File: src/rtl/game_speed_ctrl.sv
// Accelerating game clock divider with run/pause/restart control and speed-level readout.
// Optional `GAME_SPEED_LOAD_EN adds a direct divider load (ports load, load_div).
module game_speed_ctrl #(
    parameter int unsigned CNT_W           = 28,
    parameter int unsigned START_DIV       = 160000,
    parameter int unsigned STEP_DIV        = 9000,
    parameter int unsigned MIN_DIV         = 97000,
    parameter int unsigned EVENTS_PER_STEP = 10000,
    parameter int unsigned EVT_W           = 15,
    parameter int unsigned LVL_W           = 4
) (
    input  logic             clk,
    input  logic             rst,
    input  logic             run,
    input  logic             restart,
`ifdef GAME_SPEED_LOAD_EN
    input  logic             load,
    input  logic [CNT_W-1:0] load_div,
`endif
    output logic             clk_div,
    output logic             tick,
    output logic [LVL_W-1:0] level,
    output logic             at_max
);

    localparam logic [1:0] S_IDLE   = 2'd0;
    localparam logic [1:0] S_RUN    = 2'd1;
    localparam logic [1:0] S_PAUSED = 2'd2;

    localparam logic [CNT_W-1:0] START_V      = CNT_W'(START_DIV);
    localparam logic [CNT_W-1:0] MIN_V        = CNT_W'(MIN_DIV);
    localparam logic [CNT_W-1:0] STEP_V       = CNT_W'(STEP_DIV);
    localparam logic [CNT_W:0]   STEP_FLOOR   = (CNT_W+1)'(MIN_DIV) + (CNT_W+1)'(STEP_DIV);
    localparam logic [EVT_W-1:0] EVT_LAST     = EVT_W'(EVENTS_PER_STEP - 1);
    localparam logic             START_AT_MAX = (START_DIV == MIN_DIV);

    logic [1:0]       state,   state_n;
    logic [CNT_W-1:0] cnt,     cnt_n;
    logic [CNT_W-1:0] divider, div_n;
    logic [EVT_W-1:0] evt_cnt, evt_n;
    logic             clk_div_n, tick_n, at_max_n;
    logic [LVL_W-1:0] level_n;

    // State and datapath registers
    always_ff @(posedge clk or posedge rst) begin
        if (rst) begin
            state   <= S_IDLE;
            cnt     <= '0;
            divider <= START_V;
            evt_cnt <= '0;
            clk_div <= 1'b1;
            tick    <= 1'b0;
            level   <= '0;
            at_max  <= START_AT_MAX;
        end else begin
            state   <= state_n;
            cnt     <= cnt_n;
            divider <= div_n;
            evt_cnt <= evt_n;
            clk_div <= clk_div_n;
            tick    <= tick_n;
            level   <= level_n;
            at_max  <= at_max_n;
        end
    end

    // Next-state, half-period counting and speed stepping
    always_comb begin
        state_n   = state;
        cnt_n     = cnt;
        div_n     = divider;
        evt_n     = evt_cnt;
        clk_div_n = clk_div;
        tick_n    = 1'b0;
        level_n   = level;
        at_max_n  = at_max;
        if (restart) begin
            state_n   = S_IDLE;
            cnt_n     = '0;
            div_n     = START_V;
            evt_n     = '0;
            clk_div_n = 1'b1;
            level_n   = '0;
            at_max_n  = START_AT_MAX;
        end else begin
            case (state)
                S_IDLE: begin
                    if (run) state_n = S_RUN;
                end
                S_RUN: begin
                    if (!run) begin
                        state_n = S_PAUSED;
                    end else if (cnt >= divider) begin
                        cnt_n     = '0;
                        clk_div_n = ~clk_div;
                        tick_n    = 1'b1;
                        if (evt_cnt == EVT_LAST) begin
                            evt_n = '0;
                            if ({1'b0, divider} >= STEP_FLOOR) div_n = divider - STEP_V;
                            else                                 div_n = MIN_V;
                            if ((divider != MIN_V) && !(&level)) level_n = level + LVL_W'(1);
                            at_max_n = (div_n == MIN_V);
                        end else begin
                            evt_n = evt_cnt + EVT_W'(1);
                        end
                    end else begin
                        cnt_n = cnt + CNT_W'(1);
                    end
                end
                S_PAUSED: begin
                    if (run) state_n = S_RUN;
                end
                default: state_n = S_IDLE;
            endcase
`ifdef GAME_SPEED_LOAD_EN
            // A load overrides any step result computed in the same cycle
            if (load) begin
                div_n    = (load_div < MIN_V) ? MIN_V : load_div;
                evt_n    = '0;
                at_max_n = (div_n == MIN_V);
            end
`endif
        end
    end

endmodule
File: config.mk
export PLATFORM = sky130hd
export DESIGN_NAME = game_speed_ctrl
export DESIGN_NICKNAME = d
export VERILOG_FILES = /design/src/rtl/game_speed_ctrl.sv
export SDC_FILE = /design/constraint.sdc
export NUM_CORES = 1
export LEC_CHECK = 0
export CORE_MARGIN = 2
export CORE_UTILIZATION = 50
export CTS_CLUSTER_DIAMETER = 120
export DETAILED_ROUTE_END_ITERATION = 8
export GPL_TIMING_DRIVEN = 0
export PLACE_DENSITY = 0.68
export REMOVE_ABC_BUFFERS = 1
export SYNTH_ARGS = -nofsm -noshare
export SYNTH_HDL_FRONTEND = slang
export SYNTH_SLANG_ARGS = --single-unit
File: constraint.sdc
create_clock -name clk -period 4.34 [get_ports clk]
set_input_delay 0.651 -clock clk [delete_from_list [all_inputs] [get_ports clk]]
set_output_delay 0.651 -clock clk [all_outputs]
set_load 0.005 [all_outputs]
== Word-level counts from Yosys, hierarchy flattened ==
Cells that the tools add are included.
Cells by class
  reduce and logical (&&, ||, !) cells: 15
  eq/ne operators: 7
  mux-type cells: 43
  order comparisons: 2
  bitwise gates (word level): 1
  add/subtract/negate cells: 4
Operators with widths (count)
  $mux W28: 15
  $mux W15: 5
  $add A28 B1 Y28 const B: 1
  $eq A28 B17 Y1 const B: 1
  $ge A28 B17 Y1 const B: 1
  $ge A28 B28 Y1: 1
  $ne A28 B17 Y1 const B: 1
  $sub A28 B14 Y28 const B: 1
  $mux W4: 6
  $add A15 B1 Y15 const B: 1
  $eq A15 B14 Y1 const B: 1
  $mux W1: 13
  $reduce_bool A2 Y1: 5
  $reduce_and A4 Y1: 2
  $mux W2: 3
  $reduce_and A5 Y1: 1
  $add A4 B1 Y4 const B: 1
  $pmux W2 S2: 1
  $reduce_and A2 Y1: 2
  $ne A3 B1 Y1 const B: 1
  $ne A3 B3 Y1 const B: 1
  $reduce_and A3 Y1: 1
  $eq A2 B1 Y1 const B: 1
  $eq A2 B2 Y1 const B: 1
  5 further kinds: 5
Word-level totals
  logic and storage cells: 80
  input port bits: 4
  flip-flop bits (word level): 80
  output and inout bits: 7

== Longest topological paths before layout ==
Gate-level depths: netlist (run 1).
  depth after elaboration: 13
  mapped depth: 12
  gate-level depth less buffers: 9

== Worst setup path after synthesis (run 1) ==
No wires, ideal clock.
  path kind: flip-flop to flip-flop
  start point: register divider[17]
  end point: register level[2]
  required time: 4.205 ns
  buffers on the path: 2
  arrival: 2.937 ns
  library setup time: 0.135 ns
  slack: 1.267 ns
  cell stages (with the launch flop): 12
  clock period less this slack: 3.073 ns
  cells stage by stage: dfstp_2 clkbuf_1 inv_1 ha_1 nand4_1 or4_1 or3_1 o22ai_2 o21ai_2 buf_2 o311ai_2 o41ai_2
Between the ends
  word-level cells in the longest chain between the ends: 4
  elaborated cells between the ends (all ways): 6
  classes of those cells: 1 x order compare; 1 x eq/ne; 4 x reduce/logical
Ends and longest elaborated chain
  start: declaration: line 39  | logic [CNT_W-1:0] divider, div_n;
  start signal: assignment: line 58  | divider <= div_n;
  parallel branches: the longest is 3 deep, another holds $ge A28 B28 Y1
  $reduce_and A5 Y1 (no line) *
  end signal: assignment: line 62  | level <= level_n;
  end: declaration: line 22  | output logic [LVL_W-1:0] level,
Mark *: on every way between the ends.
A chain may end at the register's enable or synchronous reset.

== Worst setup path in the final report (run 1) ==
  start point: input port restart
  end point: register cnt[27]
Between the ends
  word-level cells in the longest chain between the ends: 2
  elaborated cells between the ends (all ways): 4
  classes of those cells: 1 x mux; 3 x reduce/logical
Ends and longest elaborated chain
  start: declaration: line 15  | input logic restart,
  $reduce_bool A2 Y1 (no line)
  $reduce_and A2 Y1 (no line)
  end signal: assignment: line 57  | cnt <= cnt_n;
  end: declaration: line 38  | logic [CNT_W-1:0] cnt, cnt_n;
Several ways; a longest one is shown, not always the timed one.

==> impl_results.md, run 1 <==
* Vias at 4449
* Drt first-iter violations at 286
* # DRC at 0
* Nets at 637
* Diodes inserted at 0
* Clock-pin transition on the worst setup and hold timing paths at 0.08 ns
* PortBufs at 10
* Maximum operating frequency at 256 MHz
* Grt peak-use layer: met2
* Worst slew margin at 8.12%
* Reg2reg path depth at 9
* GR Util All Layers at between 20% and 30%
* Startpoint Class: input port
* Filler Cell Count at 946
* EDFF count, synth at 0
* CP Max Fanout at 26
* Outcome: complete, no violations
* First-pass GRT wire length at 21.2 mm
* Final Instance Count excl. Fillers at 742
* CP arrival at 4.14 ns
* Placed insts at 726
* Switching Share at 39.7%
* Peak VDD IR at 0.259 mV
* Sequential cell area at 2010 um^2
* Global placement routability congestion at 0.912
* Commonest non-fill, non-tap cells in the layout: dfrtp_1 (74), nor2_1 (59), nand2_1 (48), o21ai_0 (43), a21oi_1 (43)
* IO Pins at 11
* Number of setup violations in the final report at 0
* Pin count of the biggest net entering global routing at 42
* Total wire length at 12.4 mm
* Critical path class: in2reg
* Worst R2R End: divider[18]
* H-Tree Depth at 3
* Pwr dens at ~420 nW/um^2
* Netlist cell types at 63
* Hold Path Class: reg2reg
* Root buffer cell: clkbuf_8
* Sink Count at 80
* Vias in the first global route at 4326
* Core ar. at 10200 um^2
* Initial Util at 50.8%
* Part of the cycle the worst path needs at 90.1%
* Post-route antenna net violation count at 0
* HPWL after DPL at approximately 9 mm
* Total Die Area at 11200 um^2
* Worst EP required at about 4.6 ns
* Area Growth Syn to Fin at 7.87%
* Switching power at 0.929 mW
* R2R setup slack at 0.61 ns
* Reg-to-Reg Start: divider[16]
* Sequential area share after synthesis at 38.6%
* FP Rows at 37
* Post-Syn Instances at slightly above 600
* Yosys reg bits at 80
* Setup TNS at 0 ns
* Sequential group share of total power at 42.8%
* Internal at between 1 and 1.5 mW
* Met3 Usage GRT at 4.72%
* CTS Buf Count at 9
* Mapped cell area at 5200 um^2
* Drt wl/cell at 16.8 um
* Clock buffer depth at 2
* CTS hold repair buffers at 0
* Synth async-reset ratio at 100%
* Min-delay src: at_max
* Max-cap violations at 0
* Die Y at 106 um
* Die X at around 110 um
* Area of the multi-input gates at a little under 3000 um^2
* RSZ-0062 raised after global routing: false
* Worst slew pin tran at 1.38 ns
* Crit. End Element: flip-flop
* Hold path depth at 2
* Top_reg_cell synth: dfrtp_1
* Comb power frac at 34.0%
* Layout cells sized above 1 at 6.44%
* Leak at 2.39 nW
* Via/cell ratio at about 6.0
* Met2 Track Usage GR at between 30% and 40%
* Ys Warns at 0
* Grt total ovfl at 0
* Worst Hold End: at_max
* Most common cell after layout, fill and taps aside: dfrtp_1
* Clock Skew at ~0.011 ns
* Syn_area_per_cell at ~8.6 um^2
* M1 GR Usage at 31.0%
* Final max-slew violation count at 0
* Initial antenna violation count at 0
* Final worst path period need at slightly below 4 ns
* CTS tree: built
* TritonRoute pass-1 iters at 5
* Clock power frac at a little under a quarter
* Clock Latency Late Sink at 0.36 ns
* Endpoints failing hold at 0
-- power groups by stage --
stage	combinational (mW)	clock, mW	sequential [mW]
after global placement	0.759	0	1.00
after detailed placement	0.786	0	1.01
after floorplan	0.592	0	0.962
after CTS	0.790	0.555	0.996
final	0.797	0.542	1.00
after global routing	0.891	0.584	1.02
-- routing by layer --
layer	vias to the layer above	share of wire, %
met5	-	0
met4	0	1.7
met3	21	4.6
met2	104	47
met1	2158	46
li1	2166	-
-- how the worst max path moves through the flow --
stage / from / end / slack (ns)
after global placement: restart / level[3] / -0.35
after global routing: restart / cnt[18] / 0.31
after CTS: restart / divider[18] / 0.20
final: restart / cnt[27] / 0.43
after floorplan: divider[17] / divider[18] / 1.09
after detailed placement: restart / divider[18] / -0.16
-- Yosys cell counts, drive strengths merged (2+ instances only) --
| master | number | area [um^2] |
|---|---|---|
| dfstp | 6 | 158 |
| a41oi | 5 | 43.8 |
| o21a | 3 | 22.5 |
| ha | 32 | 400 |
| o41ai | 4 | 50.1 |
| nor2b | 6 | 37.5 |
| o31ai | 12 | 90.1 |
| o22a | 6 | 52.6 |
| o21bai | 3 | 22.5 |
| or4 | 2 | 15.0 |
| or2 | 4 | 25.0 |
| a31oi | 4 | 25.0 |
| and2 | 7 | 43.8 |
| nor3 | 21 | 105 |
| nor4 | 10 | 68.8 |
| a21boi | 2 | 15.0 |
| xor2 | 12 | 105 |
| a21oi | 43 | 215 |
| a2111oi | 2 | 17.5 |
| and3 | 13 | 81.3 |
| o21ai | 50 | 254 |
| nand4 | 12 | 81.3 |
| mux2 | 2 | 22.5 |
| nand2b | 9 | 56.3 |
| dfrtp | 74 | 1850 |
| nor2 | 59 | 221 |
| or3 | 4 | 25.0 |
| a211o | 2 | 17.5 |
| o22ai | 5 | 37.5 |
| nand3b | 2 | 15.0 |
| buf | 8 | 47.5 |
| and4 | 4 | 35.0 |
| clkbuf | 18 | 67.6 |
| a21o | 4 | 30.0 |
| a22o | 4 | 35.0 |
| nand3 | 32 | 173 |
| xnor2 | 22 | 193 |
| nand2 | 49 | 191 |
| inv | 34 | 128 |
| o2111ai | 2 | 17.5 |
-- worst max-delay path: stages --
cell	delay, ns
clkdlybuf4s50_1	1.24
inv_1	0.56
a2111o_1	0.59
or2_2	0.37
nor3_1	0.35
nand3_1	0.14
xor2_1	0.17
nor2_1	0.05
-- cell type report --
type / instances / share of cell area [%]
clock buffers: 14 / 3.26
clock inverters: 2 / 0.223
inverters: 34 / 2.32
multi-input cells: 464 / 52.7
flip-flops and latches: 80 / 35.8
well taps: 136 / 3.03
repair buffers: 12 / 2.63
-- state kept, by name, indices dropped and copies added, names as in the netlist --
signal and count:
level 4, divider 28, at_max 1, cnt 28, clk_div 1, tick 1
state 2, evt_cnt 15
-- cells by family (layout without fill, tap and decap cells) --
group           after synthesis  count (layout)  synth area share (%)
compound gates              159             159                  19.7
xor+xnor                     34              34                  5.73
fa+ha+maj                    32              32                  7.70
buf+inv                      60              62                  4.67
flops                        80              80                  38.6
mux                           3               3                 0.625
simple gates                236             236                  22.9
-- timing repair --
action | CTS | global route
endpoints found under the setup margin | 0 | 3
resized for setup | 0 | 1
setup buffers | 0 | 0
-- stage by stage --
stage / setup slack, ns / cell area [um^2] / hold WS [ns] / total power [mW] / util, %
final: 0.430 / 5610 / 0.486 / 2.34 / 54.8
after global routing: 0.308 / 5610 / 0.522 / 2.49 / 54.8
after CTS: 0.202 / 5610 / 0.497 / 2.34 / 54.8
after detailed placement: -0.164 / 5410 / 0.479 / 1.80 / 52.9
after global placement: -0.347 / 5360 / 0.470 / 1.76 / 52.4
after floorplan: 1.09 / 5090 / 0.447 / 1.55 / -
No activity file was read; power rests on OpenSTA's default activity.
==> run 2: changes to the inputs <==
--- a/config.mk
+++ b/config.mk
@@ -5,7 +5,8 @@
 export SDC_FILE = /design/constraint.sdc
 export NUM_CORES = 1
 export LEC_CHECK = 0
-export CORE_MARGIN = 2
+export CAP_MARGIN = 20
+export CORE_MARGIN = 1
 export CORE_UTILIZATION = 50
 export CTS_CLUSTER_DIAMETER = 120
 export DETAILED_ROUTE_END_ITERATION = 8
==> run 2 against run 1 <==
  * Clock power about the same
  * Highest routed layer unchanged
  * First-iteration DRC count decreased by 8.4%
  * Flip-flop and latch count unchanged
  * Utilization up 2.1 points
==> impl_results.md, run 2 (synthesized netlist as in run 1, its figures left out) <==
* Outcome: complete, no violations (unchanged)
* CP Max Fanout at 25 (was 26)
* PortBufs at 10 (unchanged)
* Area Growth Syn to Fin at 8.49% (was 7.87%)
* Worst slew margin at 27.9% (was 8.12%)
* Core ar. at 9910 um^2 (was 10200 um^2)
* Root buffer cell: clkbuf_8 (unchanged)
* Initial antenna violation count at 0 (unchanged)
* Grt total ovfl at 0 (unchanged)
* Final max-slew violation count at 0 (unchanged)
* CTS tree: built (unchanged)
* Vias at 4498 (was 4449)
* Via/cell ratio at 6.06 (was 6.00)
* Part of the cycle the worst path needs at 92.7% (was 90.1%)
* Nets at 640 (was 637)
* Drt first-iter violations at 262 (was 286)
* Final worst path period need at 4.02 ns (was 3.91 ns)
* Endpoints failing hold at 0 (unchanged)
* Leak at 2.41 nW (was 2.39 nW)
* Top Registers: cnt: 28 flops, divider: 28 flops, evt_cnt: 15 flops (unchanged)
* Global placement routability congestion at 0.892 (was 0.912)
* Pwr dens at 416 nW/um^2 (was 417 nW/um^2)
* M1 GR Usage at 30.5% (was 31.0%)
* Clock-pin transition on the worst setup and hold timing paths at 0.09 ns (was 0.08 ns)
* Layout cells sized above 1 at 6.73% (was 6.44%)
* RSZ-0062 raised after global routing: false (unchanged)
* Total Die Area at 10800 um^2 (was 11200 um^2)
* Commonest non-fill, non-tap cells in the layout: dfrtp_1 (74), nor2_1 (59), nand2_1 (48), o21ai_0 (43), a21oi_1 (43) (unchanged)
* Setup WS pre-CTS at -0.167 ns (was -0.164 ns)
* Clock Skew at 0.0134 ns (was 0.0107 ns)
* Initial Util at 52.5% (was 50.8%)
* Worst slew pin tran at 1.08 ns (was 1.38 ns)
* Worst EP required at 4.61 ns (was 4.57 ns)
* Most common cell after layout, fill and taps aside: dfrtp_1 (unchanged)
* First-pass GRT wire length at 20.7 mm (was 21.2 mm)
* Die Y at 104 um (was 106 um)
* Max-cap violations at 0 (unchanged)
* PnR worst setup slack at 0.316 ns (was 0.430 ns)
* Total wire length at 12.3 mm (was 12.4 mm)
* Clock Latency Late Sink at 0.36 ns (about the same)
* TritonRoute pass-1 iters at 5 (unchanged)
* Met3 Usage GRT at 4.20% (was 4.72%)
* Clock buffer depth at 2 (unchanged)
* Pin count of the biggest net entering global routing at 58 (was 42)
* Sink Count at 80 (unchanged)
* IO Pins at 11 (unchanged)
* Drt wl/cell at 16.6 um (was 16.8 um)
* Finished Core Util at 56.9% (was 54.8%)
* Die X at 104 um (was 106 um)
* Critical path class: reg2reg (was in2reg)
* Startpoint Class: flip-flop (was input port)
* Diodes inserted at 0 (unchanged)
* Crit. End Element: flip-flop (unchanged)
* Post-route antenna net violation count at 0 (unchanged)
* Peak VDD IR at 0.216 mV (was 0.259 mV)
* CTS resizes at 0 (unchanged)
* GR Util All Layers at 23.5% (about the same)
* CTS hold repair buffers at 0 (unchanged)
* FP Rows at 36 (was 37)
* Vias in the first global route at 4338 (was 4326)
* Maximum operating frequency at 249 MHz (was 256 MHz)
* Hold Path Class: reg2reg (unchanged)
* Met2 Track Usage GR at 39.3% (was 38.8%)
* CTS Buf Count at 9 (unchanged)
* H-Tree Depth at 3 (unchanged)
* CP arrival at 4.30 ns (was 4.14 ns)
* Setup TNS at 0 ns (unchanged)
* Post-CTS setup buffers at 0 (unchanged)
* HPWL after DPL at 8.82 mm (was 8.80 mm)
* Overall Power at 2.35 mW (was 2.34 mW)
* Grt peak-use layer: met2 (unchanged)
* Number of setup violations in the final report at 0 (unchanged)
* # DRC at 0 (unchanged)
==> run 2: layout make-up <==
cell class	count	area, um^2
well taps	133	166
multi-input cells	464	2960
clock buffers	10	128
inverters	34	130
repair buffers	15	193
flip-flops and latches	80	2010
fillers	910	4270
clock inverters	6	60.1
==> run 2: worst paths after layout <==
kind	start	end	slack [ns]	depth (start not counted)
setup / recovery	divider[16]	divider[18]	0.32	9
hold / removal	at_max	at_max	0.49	2
setup reg to reg	divider[16]	divider[18]	0.32	9
hold reg to reg	at_max	at_max	0.49	2
max in group asynchronous	rst	divider[17]	3.08	3
min in group asynchronous	rst	cnt[24]	0.61	2
==> run 2: power breakdown <==
group          internal [mW]  switching [mW]  total [mW]
Clock                  0.263           0.278       0.540
Sequential             0.844           0.156        1.00
Combinational          0.308           0.500       0.808
Total                   1.41           0.934        2.35
==> run 2: per-layer routing <==
| metal | part of all wire (%) | up-vias |
|---|---|---|
| li1 | - | 2185 |
| met1 | 46 | 2172 |
| met2 | 49 | 117 |
| met3 | 3.8 | 24 |
| met4 | 1.9 | 0 |
| met5 | 0 | - |
==> run 2: metrics by stage <==
stage / cell area [um^2] / hold slack (ns) / std cells
after detailed placement: 5430 / 0.474 / 725
after floorplan: 5090 / 0.447 / 578
after CTS: 5620 / 0.492 / 741
final: 5640 / 0.486 / 742
after global placement: 5350 / 0.471 / 721
after global routing: 5640 / 0.518 / 742
==> run 2: critical path, cell delays in order (launching register included) <==
cell,delay [ns]
dfrtp_1,0.54
inv_1,0.20
ha_1,0.33
nand4_1,0.12
or4_1,0.55
or3_1,0.35
o22ai_2,0.31
o21a_1,0.89
nand3_4,0.33
o31ai_1,0.32
